**config.mk**
```make
export PLATFORM = sky130hd
export DESIGN_NAME = stack_ptr_ctrl_flat
export DESIGN_NICKNAME = d
export VERILOG_FILES = /design/src/rtl/stack_pkg.sv /design/src/rtl/stack_ptr_ctrl_if.sv /design/src/rtl/edge_detect.sv /design/src/rtl/stack_ptr_ctrl.sv /design/src/flat_wrapper.sv
export SDC_FILE = /design/constraint.sdc
export NUM_CORES = 1
export LEC_CHECK = 0
export ABC_AREA = 1
export CAP_MARGIN = 20
export CORE_UTILIZATION = 65
export DETAILED_ROUTE_END_ITERATION = 12
export PLACE_DENSITY = 0.85
export SYNTH_ARGS = -nofsm -noshare
export SYNTH_HDL_FRONTEND = slang
export SYNTH_HIERARCHICAL = 1
export SYNTH_SLANG_ARGS = --single-unit
```
**constraint.sdc**
```tcl
create_clock -name clk -period 4.3 [get_ports clk]
set_input_delay 0.86 -clock clk [delete_from_list [all_inputs] [get_ports clk]]
set_output_delay 0.86 -clock clk [all_outputs]
set_load 0.05 [all_outputs]
```
**src/rtl/stack_pkg.sv**
```systemverilog
// Shared definitions for the stack storage/pointer core: default sizes,
// pointer width and the burst state encoding.
package stack_pkg;

    localparam int DATA_WIDTH_DEF  = 4;
    localparam int STACK_DEPTH_DEF = 16;
    localparam int SP_WIDTH        = 8;

    typedef enum logic {
        IDLE  = 1'b0,
        BURST = 1'b1
    } state_t;

endpackage

```
**src/rtl/stack_ptr_ctrl_if.sv**
```systemverilog
// Request/response bundle between the stack core and its client.
// The client drives the request levels and write data; the core returns
// the edge strobes, the stack pointer and the read word.
interface stack_ptr_ctrl_if #(
    parameter int DATA_WIDTH = stack_pkg::DATA_WIDTH_DEF
);
    logic                          stack_push;
    logic                          stack_pop;
    logic                          citajVise;
    logic [DATA_WIDTH-1:0]         data_in;
    logic                          push_edge;
    logic                          pop_edge;
    logic                          read_more_edge;
    logic [stack_pkg::SP_WIDTH-1:0] sp;
    logic [DATA_WIDTH-1:0]         data_out;
    logic                          data_valid;

    modport master (
        output stack_push, stack_pop, citajVise, data_in,
        input  push_edge, pop_edge, read_more_edge, sp, data_out, data_valid
    );

    modport slave (
        input  stack_push, stack_pop, citajVise, data_in,
        output push_edge, pop_edge, read_more_edge, sp, data_out, data_valid
    );
endinterface

```
**src/rtl/edge_detect.sv**
```systemverilog
// Rising-edge detector for one request level. The strobe is combinational
// so it appears in the same cycle the level rises.
module edge_detect (
    input  logic clk,
    input  logic rst,
    input  logic i_level,
    output logic o_edge
);
    logic r_prev;

    // Remember last cycle's level; starts high so a level held through reset never strobes
    always_ff @(posedge clk or posedge rst) begin
        if (rst) begin
            r_prev <= 1'b1;
        end else begin
            r_prev <= i_level;
        end
    end

    assign o_edge = i_level & ~r_prev;
endmodule

```
**src/rtl/stack_ptr_ctrl.sv**
```systemverilog
// Stack storage and pointer core: turns request levels into strobes, owns
// the LIFO array and the entry count, and runs the non-destructive
// top-to-bottom read-more burst.
module stack_ptr_ctrl
    import stack_pkg::*;
#(
    parameter int DATA_WIDTH  = DATA_WIDTH_DEF,
    parameter int STACK_DEPTH = STACK_DEPTH_DEF
) (
    input  logic            clk,
    input  logic            rst_edge,
    stack_ptr_ctrl_if.slave bus
);
    localparam int                  IDX_W   = $clog2(STACK_DEPTH);
    localparam logic [SP_WIDTH-1:0] SP_FULL = SP_WIDTH'(STACK_DEPTH);

    logic [DATA_WIDTH-1:0] r_mem [STACK_DEPTH];
    state_t                r_state;
    logic [SP_WIDTH-1:0]   r_sp;
    logic [IDX_W-1:0]      r_rd_idx;
    logic [DATA_WIDTH-1:0] r_data_out;
    logic                  r_data_valid;

    logic [2:0]            w_req;
    logic [2:0]            w_edge;
    logic                  w_full;
    logic                  w_empty;
    logic                  w_burst_start;
    logic                  w_push_ok;
    logic                  w_pop_ok;
    logic [IDX_W-1:0]      w_wr_idx;
    logic [IDX_W-1:0]      w_top_idx;

    // Bit 0 push, bit 1 pop, bit 2 read-more
    assign w_req = {bus.citajVise, bus.stack_pop, bus.stack_push};

    for (genvar gi = 0; gi < 3; gi++) begin : g_edge
        edge_detect u_edge (
            .clk     (clk),
            .rst     (rst_edge),
            .i_level (w_req[gi]),
            .o_edge  (w_edge[gi])
        );
    end

    assign w_full  = (r_sp == SP_FULL);
    assign w_empty = (r_sp == '0);

    // Low bits of sp address the next free slot; top entry is one below.
    // sp == STACK_DEPTH aliases slot 0 here, but pushes are blocked when full.
    assign w_wr_idx  = r_sp[IDX_W-1:0];
    assign w_top_idx = w_wr_idx - IDX_W'(1);

    // Burst start outranks push/pop; simultaneous push and pop cancel each other
    assign w_burst_start = w_edge[2] & ~w_empty;
    assign w_push_ok = (r_state == IDLE) & ~w_burst_start & w_edge[0] & ~w_edge[1] & ~w_full;
    assign w_pop_ok  = (r_state == IDLE) & ~w_burst_start & w_edge[1] & ~w_edge[0] & ~w_empty;

    // Storage array: written only by an accepted push, contents survive reset
    always_ff @(posedge clk) begin
        if (w_push_ok) begin
            r_mem[w_wr_idx] <= bus.data_in;
        end
    end

    // Control FSM: pointer updates, pop read and the read-more burst walk
    always_ff @(posedge clk or posedge rst_edge) begin
        if (rst_edge) begin
            r_state      <= IDLE;
            r_sp         <= '0;
            r_rd_idx     <= '0;
            r_data_out   <= '0;
            r_data_valid <= 1'b0;
        end else begin
            r_data_valid <= 1'b0;
            case (r_state)
                IDLE: begin
                    if (w_burst_start) begin
                        r_rd_idx <= w_top_idx;
                        r_state  <= BURST;
                    end else if (w_push_ok) begin
                        r_sp <= r_sp + SP_WIDTH'(1);
                    end else if (w_pop_ok) begin
                        r_data_out   <= r_mem[w_top_idx];
                        r_data_valid <= 1'b1;
                        r_sp         <= r_sp - SP_WIDTH'(1);
                    end
                end
                BURST: begin
                    if (!bus.citajVise) begin
                        // Requester gave up: leave without presenting a word
                        r_state <= IDLE;
                    end else begin
                        r_data_out   <= r_mem[r_rd_idx];
                        r_data_valid <= 1'b1;
                        if (r_rd_idx == '0) begin
                            r_state <= IDLE;
                        end else begin
                            r_rd_idx <= r_rd_idx - IDX_W'(1);
                        end
                    end
                end
                default: r_state <= IDLE;
            endcase
        end
    end

    assign bus.push_edge      = w_edge[0];
    assign bus.pop_edge       = w_edge[1];
    assign bus.read_more_edge = w_edge[2];
    assign bus.sp             = r_sp;
    assign bus.data_out       = r_data_out;
    assign bus.data_valid     = r_data_valid;
endmodule

```
**src/flat_wrapper.sv**
```systemverilog
// flat-port wrapper written by rule: the top's interface ports become plain ports
module stack_ptr_ctrl_flat import stack_pkg::*;
#(
    parameter int DATA_WIDTH  = DATA_WIDTH_DEF,
    parameter int STACK_DEPTH = STACK_DEPTH_DEF
)
  (clk, rst_edge, bus_stack_push, bus_stack_pop, bus_citajVise, bus_data_in, bus_push_edge, bus_pop_edge, bus_read_more_edge, bus_sp, bus_data_out, bus_data_valid);
  stack_ptr_ctrl_if #(.DATA_WIDTH(DATA_WIDTH)) bus_i ();
  input  logic clk;
  input  logic rst_edge;
  input wire logic [$bits(bus_i.stack_push)-1:0] bus_stack_push;
  input wire logic [$bits(bus_i.stack_pop)-1:0] bus_stack_pop;
  input wire logic [$bits(bus_i.citajVise)-1:0] bus_citajVise;
  input wire logic [$bits(bus_i.data_in)-1:0] bus_data_in;
  output wire logic [$bits(bus_i.push_edge)-1:0] bus_push_edge;
  output wire logic [$bits(bus_i.pop_edge)-1:0] bus_pop_edge;
  output wire logic [$bits(bus_i.read_more_edge)-1:0] bus_read_more_edge;
  output wire logic [$bits(bus_i.sp)-1:0] bus_sp;
  output wire logic [$bits(bus_i.data_out)-1:0] bus_data_out;
  output wire logic [$bits(bus_i.data_valid)-1:0] bus_data_valid;
  assign bus_i.stack_push = bus_stack_push;
  assign bus_i.stack_pop = bus_stack_pop;
  assign bus_i.citajVise = bus_citajVise;
  assign bus_i.data_in = bus_data_in;
  assign bus_push_edge = bus_i.push_edge;
  assign bus_pop_edge = bus_i.pop_edge;
  assign bus_read_more_edge = bus_i.read_more_edge;
  assign bus_sp = bus_i.sp;
  assign bus_data_out = bus_i.data_out;
  assign bus_data_valid = bus_i.data_valid;
  stack_ptr_ctrl #(.DATA_WIDTH(DATA_WIDTH), .STACK_DEPTH(STACK_DEPTH)) u_core (.clk(clk), .rst_edge(rst_edge), .bus(bus_i));
endmodule
```
### Word-level counts from Yosys, hierarchy flattened

Memories as Yosys holds them, arrays and structs flattened.
Cells that the tools add are included.

| cells by class | value |
|---|---|
| div/mod/pow operators | 0 |
| add/sub/neg operators | 4 |
| reduce and logical (&&, ||, !) cells | 6 |
| equal/unequal tests | 7 |
| $mul | 0 |
| order comparisons | 0 |
| shift operators | 0 |
| bitwise gates (word level) | 20 |
| multiplexer cells | 22 |

Operators by type and width:

| cell | number |
|---|---|
| $mux 4 | 7 |
| $mux 8 | 2 |
| $pmux 4 s2 | 2 |
| $and 1x1->1 | 11 |
| $mux 1 | 9 |
| $not 1->1 | 9 |
| $add 8x1->8 const B | 1 |
| $eq 8x5->1 const B | 1 |
| $logic_not 8->1 | 1 |
| $ne 2x2->1 const B | 4 |
| $sub 4x1->4 const B | 2 |
| $sub 8x1->8 const B | 1 |
| $reduce_and 3->1 | 2 |
| $logic_not 4->1 | 1 |
| $ne 2x1->1 const B | 2 |
| $pmux 1 s2 | 2 |
| $reduce_and 4->1 | 1 |
| $reduce_bool 2->1 | 1 |

| word-level totals | value |
|---|---|
| memories | 1 |
| latch bits | 0 |
| flip-flop bits (word level) | 21 |
| memory bits (writable) | 64 |
| memory bits (read-only) | 0 |

Memory list:

| name | words | bits a word | rd ports | clocked after memory_dff | wr ports | line | text |
|---|---|---|---|---|---|---|---|
| u_core.r_mem | 16 | 4 | 2 | 0 | 1 | stack_ptr_ctrl.sv:17 | `logic [DATA_WIDTH-1:0] r_mem [STACK_DEPTH];` |

### Longest topological paths before layout

Gate-level depths: netlist (run 1).

| depth | value |
|---|---|
| word-level depth | 12 |
| gate-level depth with buffers | 19 |
| mapped depth without buffers | 16 |

### Cells and area by module

The synthesis (run 1) kept the hierarchy.

By module, submodules not included:

| module | instances | seq. area each (um^2) | cells an instance | area an instance (um^2) |
|---|---|---|---|---|
| stack_ptr_ctrl | 1 | 2,372.3 | 578 | 4,729.5 |
| edge_detect | 3 | 26.3 | 4 | 40.0 |

### Worst setup path after synthesis (run 1)

OpenSTA, ideal clock, no wires.

| path | value |
|---|---|
| kind | reg-to-reg |
| start | register u_core.r_sp[0], in the netlist u_core/bus.sp[0] |
| end | register u_core.r_sp[7], in the netlist u_core/bus.sp[7] |
| buffers on the path | 3 |
| slack | 1.042 ns |
| required time | 4.181 ns |
| clock period less this slack | 3.258 ns |
| library setup time | 0.119 ns |
| data arrival time | 3.140 ns |
| stages on the path, launching flop included | 19 |
| cell sequence | dfrtp_1 inv_1 buf_1 ha_1 nand3_2 nor2_2 nor2_2 nor2_4 nand2_2 buf_6 buf_8 ha_1 a21oi_1 nand2_1 nand2_1 nand3_1 nand3b_1 nand3_1 nand2_1 |

| between the ends | value |
|---|---|
| word-level cells in the longest chain between the ends | 10 |

RTL lines:

| element | line | text |
|---|---|---|
| from (decl) | stack_ptr_ctrl.sv:19 | `logic [SP_WIDTH-1:0] r_sp;` |
| from (signal assigned) | stack_ptr_ctrl.sv:82 | `r_sp <= r_sp + SP_WIDTH'(1);` |
| from (signal assigned) | stack_ptr_ctrl.sv:86 | `r_sp <= r_sp - SP_WIDTH'(1);` |
| $logic_not 8->1 | stack_ptr_ctrl.sv:47 | `assign w_empty = (r_sp == '0);` |
| $not 1->1 | stack_ptr_ctrl.sv:55, stack_ptr_ctrl.sv:57 |  |
| $and 1x1->1 | stack_ptr_ctrl.sv:55 | `assign w_burst_start = w_edge[2] & ~w_empty;` |
| $not 1->1 (no source line) | - |  |
| $and 1x1->1 | stack_ptr_ctrl.sv:56, stack_ptr_ctrl.sv:57 |  |
| $and 1x1->1, on equally long branches (3 in series) | stack_ptr_ctrl.sv:57, stack_ptr_ctrl.sv:56 |  |
| $reduce_bool 2->1 (no source line) | - |  |
| $reduce_and 3->1 (no source line) | - |  |

Parallel ways exist; a longest one is shown, timed or not. The select of a mux whose other input is x is not followed.
A chain may end at the register's enable or synchronous reset.

### Worst setup path in the final report (run 1)

| path | value |
|---|---|
| start | input port bus_citajVise |
| end | output port bus_read_more_edge |

| between the ends | value |
|---|---|
| word-level cells in the longest chain between the ends | 1 |

RTL lines:

| element | line | text |
|---|---|---|
| from (decl) | flat_wrapper.sv:13 | `input wire logic [$bits(bus_i.citajVise)-1:0] bus_citajVise;` |
| $and 1x1->1 | edge_detect.sv:20 | `assign o_edge = i_level & ~r_prev;` |
| to (decl) | flat_wrapper.sv:17 | `output wire logic [$bits(bus_i.read_more_edge)-1:0] bus_read_more_edge;` |

Every way passes these cells.

==> summary.md, run 1 <==
| Metric | Value |
|---|---|
| Status | finished clean |
| Post-Synth Adder-Cell Area | 0.0377 |
| RSZ-0062 raised after global routing | false |
| Via Count | 4168 |
| Num CTS Buffers | 9 |
| DRC | 0 |
| WP data arrival | 2.36 ns |
| Post-synthesis compound-gate area fraction | 0.0341 |
| Syn_area_per_cell | 8.22 um^2 |
| First-pass GRT wire length | 18.8 mm |
| Die area | 7810 um^2 |
| Initial DRC count | 588 |
| Critical path startpoint | bus_citajVise |
| Skew final | 0.0109 ns |
| GRT Overall Usage | 0.331 |
| Maxcap violations | 0 |
| ANT cells | 0 |
| Fraction of synthesized area in multiplexers | 0 |
| Post-synth EDFFs | 64 |
| Io pins | 25 |
| Largest net degree at the start of global routing | 41 |
| Mapped cell area | 4850 um^2 |
| Slowest Stage Delay on Critical Path | 0.81 ns |
| Clock transition at the registers of the reported paths | 0.08 ns |
| Reg2reg start | u_core/bus.sp[1] |
| CTS H-tree depth | 3 |
| Fraction of registers with async set/reset | 0.247 |
| Largest family of logic cells by synthesized area | simple AND/OR/NAND/NOR gates |
| Crit path to | bus_read_more_edge |
| Layout cells sized above 1 | 0.0608 |
| P_leak | 2.36 nW |
| Die width | 88.4 um |
| TNS Setup | 0 ns |
| Slowest cell on crit path | clkdlybuf4s50_1 |
| Placement row count | 31 |
| Drt via density | 5.89 |
| Pre-CTS setup slack | 0.824 ns |
| Root Buffer | clkbuf_8 |
| Number of library cell types mapped by synthesis | 34 |
| Final Hold Fails | 0 |
| FF-to-FF path depth | 9 |
| Worst setup EP type | primary output |
| Top_reg_cell synth | edfxtp_1 |
| Crit path time final | 3.22 ns |
| Area growth syn-to-layout | 9.42% |
| Core Area | 7210 um^2 |
| # port buffers | 24 |
| Rel. slew slack | 0.397 |
| R2R Setup Slk | 1.10 ns |
| Worst IR Drop VDD | 405 uV |
| Grt ovf | 0 |
| Worst-path maximum fanout | 4 |
| Critical Path Start Type | input pin |
| Final setup fails | 0 |
| Final period utilization | 0.750 |
| Drt total wl | 12.1 mm |
| Die H | 88.4 um |
| Simple-gate portion of the synthesized area | 0.303 |
| Sequential area share after synthesis | 0.505 |
| Setup CP Type | input pin to primary output |
| Initial antenna violation count | 0 |
| PD cells | 746 nW/um^2 |
| # resized after CTS | 0 |
| Synth Register Bits | 85 |
| Initial core utilization | 0.672 |
| Yosys warnings | 6 |
| Clk_lat worst skew | 0.36 ns |
| Worst setup margin | 1.08 ns |
| Pre-antenna DRT Iters | 6 |
| Dpl hpwl | 8.34 mm |
| Vias in the first global route | 3833 |
| Tightest Hold Check Type | flip-flop to flip-flop |
| CP required | 3.44 ns |
| Drt wl/cell | 17.1 um |
| Post-layout nets | 627 |
| Capturing point of the worst reg2reg path | u_core/bus.data_out[3] |
| Gate Count Post-Synth | 590 |
| Slew @ Worst Pin | 0.898 ns |
| Gp weighted congestion | 0.969 |
| Synth Area in XOR/XNOR | 0.0163 |
| Post-CTS Setup Repair Bufs | 0 |
| Highest Clock Rate | 0.310 GHz |
| CTS tree | yes |
| CTS Sinks | 85 |
| Hold Buf Count CTS | 0 |
| Most frequent CP cell | clkdlybuf4s50_1 |
| CTS Buffer Depth | 2 |
| Routed Antenna Nets | 0 |
| CP Cell Sequence | clkdlybuf4s50_1 > inv_1 > nor2_2 > clkdlybuf4s50_1 |
| Final Slew Violations | 0 |
| Synth Net Count | 613 |
-- synth_stat cells, types with 2 or more instances --
cell,instances,area share
xor2_1,5,0.0090
dfrtp_1,18,0.093
dfstp_2,3,0.016
clkbuf_1,7,0.0054
buf_1,3,0.0023
a21o_1,2,0.0031
a21oi_1,5,0.0052
nand2_1,166,0.13
nor2_2,6,0.0077
buf_2,13,0.013
o211ai_1,4,0.0062
xnor2_1,4,0.0072
nor3_1,18,0.019
clkinv_1,3,0.0023
o21ai_0,15,0.015
inv_2,2,0.0015
edfxtp_1,64,0.40
nand4_1,2,0.0026
ha_1,13,0.034
inv_1,92,0.071
nand3_1,127,0.13
nand2_2,3,0.0039
nor2_1,4,0.0031
-- worst max-delay path, delay by kind of cell --
family                 cells  cell delay [ns]
buffers and inverters      3             1.40
AND/OR/NAND/NOR            1             0.10
-- routing by layer --
layer / part of all wire / global-route usage / wire length, um
met5: 0 / 0 / 0
met4: 0.041 / 0.195 / 502
met3: 0.095 / 0.0606 / 1160
met2: 0.47 / 0.520 / 5680
met1: 0.39 / 0.432 / 4780
-- state kept, by name (all words and copies together) (netlist names) --
register and cells:
u_core/bus.sp 8, u_core/r_mem 64, u_core/r_state 1, u_core/bus.data_out 4, u_core/g_edge.u_edge/r_prev 3, u_core/bus.data_valid 1
u_core/r_rd_idx 4
-- kinds of logic (layout without fill, tap and decap cells) --
kind of cell / count (synthesis) / after routing
and+or+nand+nor: 330 / 330
AOI/OAI and AO/OA: 29 / 29
DFF: 85 / 85
buffers and inverters: 123 / 142
adders and majority gates: 14 / 14
xor gates and xnor gates: 9 / 9
-- placed cells by master, fill, tap and decap left out, drive strengths merged, types with 6 or more instances in the layout --
cell type,count
a21oi,6
ha,13
nand2,169
dfrtp,18
nor2,11
nor3,19
o21ai,16
nand3,128
clkdlybuf4s50,24
inv,94
clkbuf,10
edfxtp,64
-- worst min-delay path by stage --
stage	start	slack (ns)	cells after the start	end
after global placement	u_core/bus.data_out[1]	0.47	2	u_core/bus.data_out[1]
final	u_core/bus.data_out[3]	0.49	2	u_core/bus.data_out[3]
after CTS	u_core/bus.data_out[3]	0.49	2	u_core/bus.data_out[3]
after floorplan	u_core/r_state	0.66	4	u_core/bus.sp[7]
after detailed placement	u_core/bus.data_out[3]	0.47	2	u_core/bus.data_out[3]
after global routing	u_core/bus.data_out[3]	0.51	2	u_core/bus.data_out[3]
-- through the flow --
stage / std cells / hold WS (ns) / total power, mW / util / cell area, um^2
floorplan: 590 / 0.656 / 2.73 / - / 4850
global route: 708 / 0.510 / 4.19 / 0.736 / 5310
CTS: 708 / 0.493 / 3.90 / 0.736 / 5310
global placement: 692 / 0.468 / 3.28 / 0.709 / 5110
detailed placement: 692 / 0.473 / 3.34 / 0.709 / 5110
finish: 708 / 0.493 / 3.96 / 0.736 / 5310
-- cell type report --
class                      instances  area, um^2
clock buffer                      10         128
clock inverter                     6        63.8
fill                             570        1910
inverter                          97         364
multi-input combinational        382        1900
sequential                        85        2450
tap                               99         124
timing repair buffer              29         278
-- where the power goes --
part           leakage (nW)  switching, mW  internal, mW  total, mW
clock network        0.0822          0.286         0.266      0.553
logic                  1.45           1.57         0.718       2.28
registers             0.829          0.144         0.980       1.12
No activity file was read; power rests on OpenSTA's default activity.
==> inputs of run 2 (changes only) <==
- CORE_UTILIZATION: 65 -> 55
- PLACE_DENSITY: 0.85 -> 0.77
- clock period: 4.3 -> 2.7 ns (I/O delays scaled with it)
==> run 2 against run 1 <==
Effect of this change: register-to-register slack got worse by 0.94 ns; via count increased by 4.5%; clock power up 77%; die area increased by 18%; routed wire length grew 5.8%; utilization is 6.3 points lower; critical path depth down 2; sequential power grew 53%; total power grew 69%; count of clock-buffer cells in the layout is the same; flip-flop and latch count unchanged; first-iteration DRC count down 20%; critical endpoint is now bus_sp[0]; highest routed layer unchanged.
==> summary.md, run 2 (same netlist as run 1, synthesis figures left out) <==
| Metric | Value |
|---|---|
| First-pass GRT wire length | 20.0 mm |
| Clk_lat worst skew | 0.35 ns |
| CTS Sinks | 85 |
| Drt total wl | 12.8 mm |
| Slew @ Worst Pin | 0.917 ns |
| Gp weighted congestion | 0.974 |
| Filler instances | 684 |
| Core Area | 8380 um^2 |
| Pre-antenna DRT Iters | 9 |
| Final Slew Violations | 0 |
| Worst IR Drop VDD | 507 uV |
| Via Count | 4354 |
| P_leak | 2.56 nW |
| Max FFs per register | 64 |
| Worst setup EP type | primary output |
| Commonest non-fill, non-tap cell in the layout | nand2_1 |
| GRT Overall Usage | 0.294 |
| Die width | 95.9 um |
| Setup CP Type | flip-flop to primary output |
| Final setup fails | 0 |
| WP data arrival | 2.03 ns |
| Post-layout nets | 659 |
| Maxcap violations | 0 |
| Initial core utilization | 0.579 |
| Layout cells sized above 1 | 0.123 |
| RSZ-0062 raised after global routing | false |
| Tightest Hold Check Type | flip-flop to flip-flop |
| Highest Clock Rate | 0.389 GHz |
| Final period utilization | 0.951 |
| Worst hold slack | 0.483 ns |
| Area growth syn-to-layout | 16.3% |
| Critical Path Start Type | flip-flop |
| PD cells | 1190 nW/um^2 |
| Drt via density | 5.84 |
| CTS Buffer Depth | 2 |
| Rel. slew slack | 0.384 |
| # port buffers | 24 |
| Clock transition at the registers of the reported paths | 0.09 ns |
| ANT cells | 0 |
| Initial antenna violation count | 0 |
| CTS H-tree depth | 3 |
| Vias in the first global route | 4222 |
| Placement row count | 33 |
| Most flop-heavy register | u_core/r_mem |
| Commonest cells after routing, fill and taps aside | nand2_1 (166), nand3_1 (127), inv_1 (91) |
| Die area | 9200 um^2 |
| Num CTS Buffers | 9 |
| Initial DRC count | 470 |
| Status | finished clean |
| Io pins | 25 |
| Final Hold Fails | 0 |
| Root Buffer | clkbuf_8 |
| DRC | 0 |
| Hold Buf Count CTS | 0 |
| Grt ovf | 0 |
| Crit path time final | 2.57 ns |
| Largest net degree at the start of global routing | 41 |
| CTS tree | yes |
| Skew final | 0.0132 ns |
| Worst-path maximum fanout | 40 |
| Drt wl/cell | 17.2 um |
| Die H | 95.9 um |
| Layout Utilization | 0.673 |
| Routed Antenna Nets | 0 |
| CP required | 2.16 ns |
| Dpl hpwl | 8.95 mm |
run 2: final timing paths:
path / from / end / slack (ns) / depth (start not counted)
setup / recovery: u_core/bus.sp[0] / bus_sp[0] / 0.13 / 2
hold / removal: u_core/bus.data_out[2] / u_core/bus.data_out[2] / 0.48 / 2
hold reg to reg: u_core/bus.data_out[2] / u_core/bus.data_out[2] / 0.48 / 2
min in group asynchronous: rst_edge / u_core/g_edge[2].u_edge/r_prev / 0.55 / 2
setup reg to reg: u_core/bus.sp[0] / u_core/bus.data_out[0] / 0.16 / 9
max in group asynchronous: rst_edge / u_core/bus.sp[1] / 1.52 / 2
run 2: cell type report:
| type | count | area (um^2) | area share |
|---|---|---|---|
| clock buffers | 10 | 128 | 0.0226 |
| clock inverters | 6 | 87.6 | 0.0155 |
| inverters | 97 | 364 | 0.0646 |
| multi-input cells | 382 | 1940 | 0.344 |
| flip-flops and latches | 85 | 2450 | 0.435 |
| well taps | 105 | 131 | 0.0233 |
| repair buffers | 61 | 536 | 0.0949 |
run 2: through the flow:
stage	cell area, um^2	TNS, ns	setup WS [ns]	instances	power (mW)
final	5640	0	0.132	746	6.70
after global routing	5640	0	0.0478	746	7.06
after CTS	5640	0	0.126	746	6.58
after detailed placement	5420	-0.164	-0.0972	730	5.59
after global placement	5420	0	0.0171	730	5.52
after floorplan	4900	0	0.0312	590	4.41
run 2: repair_timing:
action                     4_1_cts  5_1_grt
setup buffers                    0        0
setup endpoints to repair        0        2
resized for setup                0        1
run 2: worst max-delay path, cell delays in order, from the launching register on:
cell and delay [ns]:
dfrtp_2 0.37, buf_4 0.39, clkdlybuf4s50_1 0.89
run 2: per-layer routing:
layer  up-vias  track usage  share of wire
met2       267        0.467           0.47
met3        56       0.0632          0.097
met5         -            0              0
met4         0        0.124          0.035
met1      2021        0.391           0.40
li1       2010            -              -
run 2: power breakdown:
group	switching [mW]	total [mW]	internal [mW]
logic	2.66	4.01	1.35
registers	0.143	1.71	1.57
clock network	0.458	0.977	0.520
total	3.26	6.70	3.44
==> inputs of run 3 (changes only) <==
- SLEW_MARGIN: default -> 20
==> results of run 3 <==
The final DEF is identical to that of run 2; final timing and power are the same.
